===== config.mk =====
export PLATFORM = sky130hd
export DESIGN_NAME = sum_accumulator
export DESIGN_NICKNAME = d
export VERILOG_FILES = /design/src/rtl/sum_accumulator.sv
export SDC_FILE = /design/constraint.sdc
export NUM_CORES = 1
export LEC_CHECK = 0
export CAP_MARGIN = 20
export CORE_MARGIN = 2
export CORE_UTILIZATION = 52
export CTS_BUF_LIST = sky130_fd_sc_hd__clkbuf_4 sky130_fd_sc_hd__clkbuf_8
export CTS_CLUSTER_SIZE = 10
export DETAILED_ROUTE_END_ITERATION = 7
export GPL_ROUTABILITY_DRIVEN = 0
export GPL_TIMING_DRIVEN = 1
export PLACE_DENSITY = 0.86
export SYNTH_ARGS = -nofsm -noshare
export SYNTH_HDL_FRONTEND = slang
export SYNTH_SLANG_ARGS = --single-unit
export TNS_END_PERCENT = 50

===== constraint.sdc =====
create_clock -name clk -period 3.85 [get_ports clk]
set_input_delay 0.77 -clock clk [delete_from_list [all_inputs] [get_ports clk]]
set_output_delay 0.77 -clock clk [all_outputs]
set_load 0.01 [all_outputs]

===== src/rtl/sum_accumulator.sv =====
// Frame reducer: accumulates COUNT incoming sums into one total with a sticky overflow flag.
// Optional build macro SUM_ACC_SAT_EN selects saturating accumulation instead of modulo wrap.
module sum_accumulator #(
    parameter int SUM_W = 5,
    parameter int COUNT = 8,
    parameter int ACC_W = 7
) (
    input  logic             clk,
    input  logic             rst_n,
    input  logic             in_valid,
    output logic             in_ready,
    input  logic [SUM_W-1:0] in_sum,
    output logic             out_valid,
    input  logic             out_ready,
    output logic [ACC_W-1:0] out_total,
    output logic             out_ovf
);

    localparam int CNT_W = (COUNT > 2) ? $clog2(COUNT) : 1;

    typedef enum logic {
        ACCUM = 1'b0,
        HOLD  = 1'b1
    } state_t;

    state_t             state, state_nxt;
    logic [ACC_W-1:0]   acc, acc_nxt;
    logic [CNT_W-1:0]   cnt, cnt_nxt;
    logic               ovf, ovf_nxt;
    logic [ACC_W:0]     sum_ext;
    logic               accept;
    logic               last;

    always_ff @(posedge clk) begin
        if (!rst_n) begin
            state <= ACCUM;
            acc   <= '0;
            cnt   <= '0;
            ovf   <= 1'b0;
        end else begin
            state <= state_nxt;
            acc   <= acc_nxt;
            cnt   <= cnt_nxt;
            ovf   <= ovf_nxt;
        end
    end

    always_comb begin
        state_nxt = state;
        acc_nxt   = acc;
        cnt_nxt   = cnt;
        ovf_nxt   = ovf;
        in_ready  = 1'b0;
        out_valid = 1'b0;
        accept    = 1'b0;
        last      = (cnt == CNT_W'(COUNT - 1));
        // Extra top bit captures the carry out of the accumulator width.
        sum_ext   = {1'b0, acc} + (ACC_W + 1)'(in_sum);

        case (state)
            ACCUM: begin
                in_ready = rst_n;
                accept   = in_valid & rst_n;
                if (accept) begin
                    ovf_nxt = ovf | sum_ext[ACC_W];
`ifdef SUM_ACC_SAT_EN
                    acc_nxt = (sum_ext[ACC_W] || ovf) ? '1 : sum_ext[ACC_W-1:0];
`else
                    acc_nxt = sum_ext[ACC_W-1:0];
`endif
                    if (last) begin
                        cnt_nxt   = '0;
                        state_nxt = HOLD;
                    end else begin
                        cnt_nxt = cnt + CNT_W'(1);
                    end
                end
            end
            HOLD: begin
                out_valid = 1'b1;
                if (out_ready) begin
                    acc_nxt   = '0;
                    ovf_nxt   = 1'b0;
                    state_nxt = ACCUM;
                end
            end
            default: state_nxt = ACCUM;
        endcase
    end

    assign out_total = acc;
    assign out_ovf   = ovf;

endmodule

==> metrics.md <==
| Metric | Value |
|---|---|
| Avg Cell Area, Syn | `8.874 um2` |
| GRT overflow | `0` |
| Synth cell count leaders | `13 x nand2_1, 12 x dfxtp_1, 7 x ha_1` |
| First-pass GRT wire length | `2304 um` |
| CP max stage cell | `clkdlybuf4s50_1` |
| Worst Path Required | `3.08 ns` |
| 1st-pass router iterations | `4` |
| Die Height | `40.01 um` |
| Crit. End Element | `primary output` |
| Minimum clock period | `3.009 ns` |
| Worst path depth | `3` |
| Status | `finished, final reports clean` |
| Clock Latency Late Sink | `0.27 ns` |
| Post-synth EDFFs | `0` |
| DR WL/cell | `13.04 um` |
| Family with the most delay on the worst path | `buffers and inverters` |
| Clock power frac | `33.3%` |
| Pre-CTS setup slack | `0.8637 ns` |
| Hold crit path type | `reg -> reg` |
| Count leader, synth | `nand2_1` |
| Initial Util | `58.33%` |
| Clk Tree Root Cell | `clkbuf_4` |
| Fmax | `0.3324 GHz` |
| Final Max Tran Viols | `0` |
| Reg2reg path depth | `7` |
| CP endpoint | `in_ready` |
| Max Cap Viol | `0` |
| Port Buffers | `18` |
| Crit path launch | `rst_n` |
| Nature of the critical path startpoint | `input pin` |
| Final setup margin | `0.8414 ns` |
| # setup viols final | `0` |
| Final setup skew | `0.005434 ns` |
| Max VDD drop | `241.8 uV` |
| Critical Path Fanout Max | `14` |
| Share of the synthesized area in the top cell type | `35.62%` |
| DRT antenna net count | `0` |
| Share of cells above drive strength 1 | `6.250%` |
| Share of power burned in registers | `45.8%` |
| Final wirelength | `1434 um` |
| Int Pwr | `0.2219 mW` |
| CTS buffer count | `3` |
| DRC marker count from the first detailed-route iteration | `12` |
| Total track usage | `21.78%` |
| R2R Path End | `out_total[6]` |
| Most area-hungry cell type in the Yosys netlist | `dfxtp_1` |
| Post-synth top flop | `dfxtp_1` |
| Worst r2r src | `out_total[0]` |
| Width of the die | `40.01 um` |
| Clock transition at path regs | `0.08 ns` |
| Worst path buffer plus inverter count | `2` |
| Sw Share | `26.41%` |
| Kind of critical path | `in -> out` |
| Seq/Total Area, Yosys | `35.62%` |
| Synth Net Count | `93` |
| Yosys cell types | `28` |
| Synth Register Bits | `12` |
| Drt drc | `0` |
| Resized Gates After CTS | `0` |
| Reg-to-reg slack, setup | `2.13 ns` |
| Lkg Pwr | `0.3731 nW` |
| Gate power share | `21.0%` |
| Tcrit/Tclk final | `78.15%` |
| CTS max path bufs | `2` |
| P per Cell Area | `336.2 mW/mm2` |
| Hold Fails Final Rpt | `0` |
| CTS tree | `done` |
| H-tree levels | `1` |
| Cells after Synth | `76` |
| Vias | `610` |
| Clk sink count | `12` |
| Largest net degree at the start of global routing | `15` |
| Row count | `12` |
| Total Nets Final | `114` |
| FFs w/ async S/R, synth | `0%` |
| Cell Chain, Critical Path | `clkdlybuf4s50_1 -> and2b_1 -> clkdlybuf4s50_1` |
| Dpl hpwl | `1096 um` |
| Fillcell total | `88` |
| Core box area | `0.001156 mm2` |
| CP dominant cell by count | `clkdlybuf4s50_1` |
| Total inserted antenna cells | `0` |
| CP arrival | `2.24 ns` |
| Post-synth design cell area | `674.4 um2` |
| Synthesis Warnings | `0` |
| Worst-Margin Slew | `0.4281 ns` |
| P&R area growth vs syn | `33.02%` |
| Vias in the first global route | `543` |
| IO Pins | `19` |
| Die area | `0.001601 mm2` |
| Post-CTS Repair Setup Buffers | `0` |
| Synth top area cells | `dfxtp_1 36%, ha_1 13%, nand2_1 7.2%, mux2i_1 4.5%, o31ai_1 3.3%` |
| RSZ-0062 raised after global routing | `no` |
| NetSw | `0.07964 mW` |
| Slew HR | `71.46%` |
| CTS Hold Bufs | `0` |
| Setup_tns | `0 ns` |
| CP peak stage delay | `0.72 ns` |
| Initial antenna violation count | `0` |
| Vias per Instance | `5.545` |
==> tightest hold or removal path: stages, from the launching register on <==
cell and delay, ns:
dfxtp_1 0.31, nand2_1 0.05, nand2_1 0.04
==> registers in the layout, summed over array words and instances, names as in the netlist <==
name and cells:
state 1, out_ovf 1, cnt 3, out_total 7
==> layout make-up <==
type | instances | area (um2) | area share (%)
Multi-Input combinational cell | 59 | 411.6 | 45.89
Sequential cell | 12 | 240.2 | 26.78
Timing Repair Buffer | 18 | 180.2 | 20.08
Clock buffer | 4 | 36.28 | 4.045
Tap cell | 14 | 17.52 | 1.953
Inverter | 3 | 11.26 | 1.255
==> cells in the final DEF, fill, tap and decap left out, types with 2 or more instances in the layout <==
master	count
clkdlybuf4s50_1	18
nand2_1	13
dfxtp_1	12
ha_1	7
nor2_1	5
inv_1	3
a21oi_1	3
o31ai_1	3
mux2i_1	3
o21ai_0	3
nand3_1	3
clkbuf_4	3
nand2b_1	2
nor2b_1	2
and2_1	2
==> kinds of logic (layout without fill, tap and decap cells) <==
kind of cell,after synthesis,in the layout,synth area share (%)
AND/OR/NAND/NOR,31,31,22.45
AO/OA/AOI/OAI,17,17,18.18
flip-flops,12,12,35.62
adder cells (fa/ha/maj),8,8,15.95
buffers and inverters,5,25,3.339
multiplexers,3,3,4.453
==> through the flow <==
stage,hold WS (ns),instances,area (um2),power [mW],util (%)
after floorplan,0.4397,76,674.4,0.1762,-
after global placement,0.4253,106,860.8,0.2009,74.46
after detailed placement,0.4307,106,860.8,0.2042,74.46
after CTS,0.4404,110,897.1,0.3034,77.60
after global routing,0.4600,110,897.1,0.3155,77.60
final,0.4387,110,897.1,0.3016,77.60
==> power by group through the flow <==
stage          registers (mW)  logic, mW  clock network [mW]
2_1_floorplan           0.142     0.0342                   0
3_3_place_gp            0.140     0.0605                   0
3_5_place_dp            0.141     0.0633                   0
4_1_cts                 0.138     0.0635               0.102
5_1_grt                 0.139     0.0717               0.105
6_report                0.138     0.0632               0.100
==> worst min path at each step <==
stage | startpoint | to | cells after the start
2_1_floorplan | cnt[1] | cnt[1] | 2
3_3_place_gp | out_ovf | out_ovf | 2
3_5_place_dp | out_ovf | out_ovf | 2
4_1_cts | out_ovf | out_ovf | 2
5_1_grt | out_ovf | out_ovf | 2
6_report | out_ovf | out_ovf | 2
==> metal layers <==
| metal | vias up | GRT usage [%] | share of wire (%) |
|---|---|---|---|
| met3 | 2 | 3.333 | 4.6 |
| met5 | - | 0 | 0 |
| met1 | 272 | 28.67 | 48 |
| met4 | 0 | 10.34 | 0.77 |
| met2 | 21 | 34.68 | 47 |
| li1 | 315 | - | - |
No activity file was read; power rests on OpenSTA's default activity.
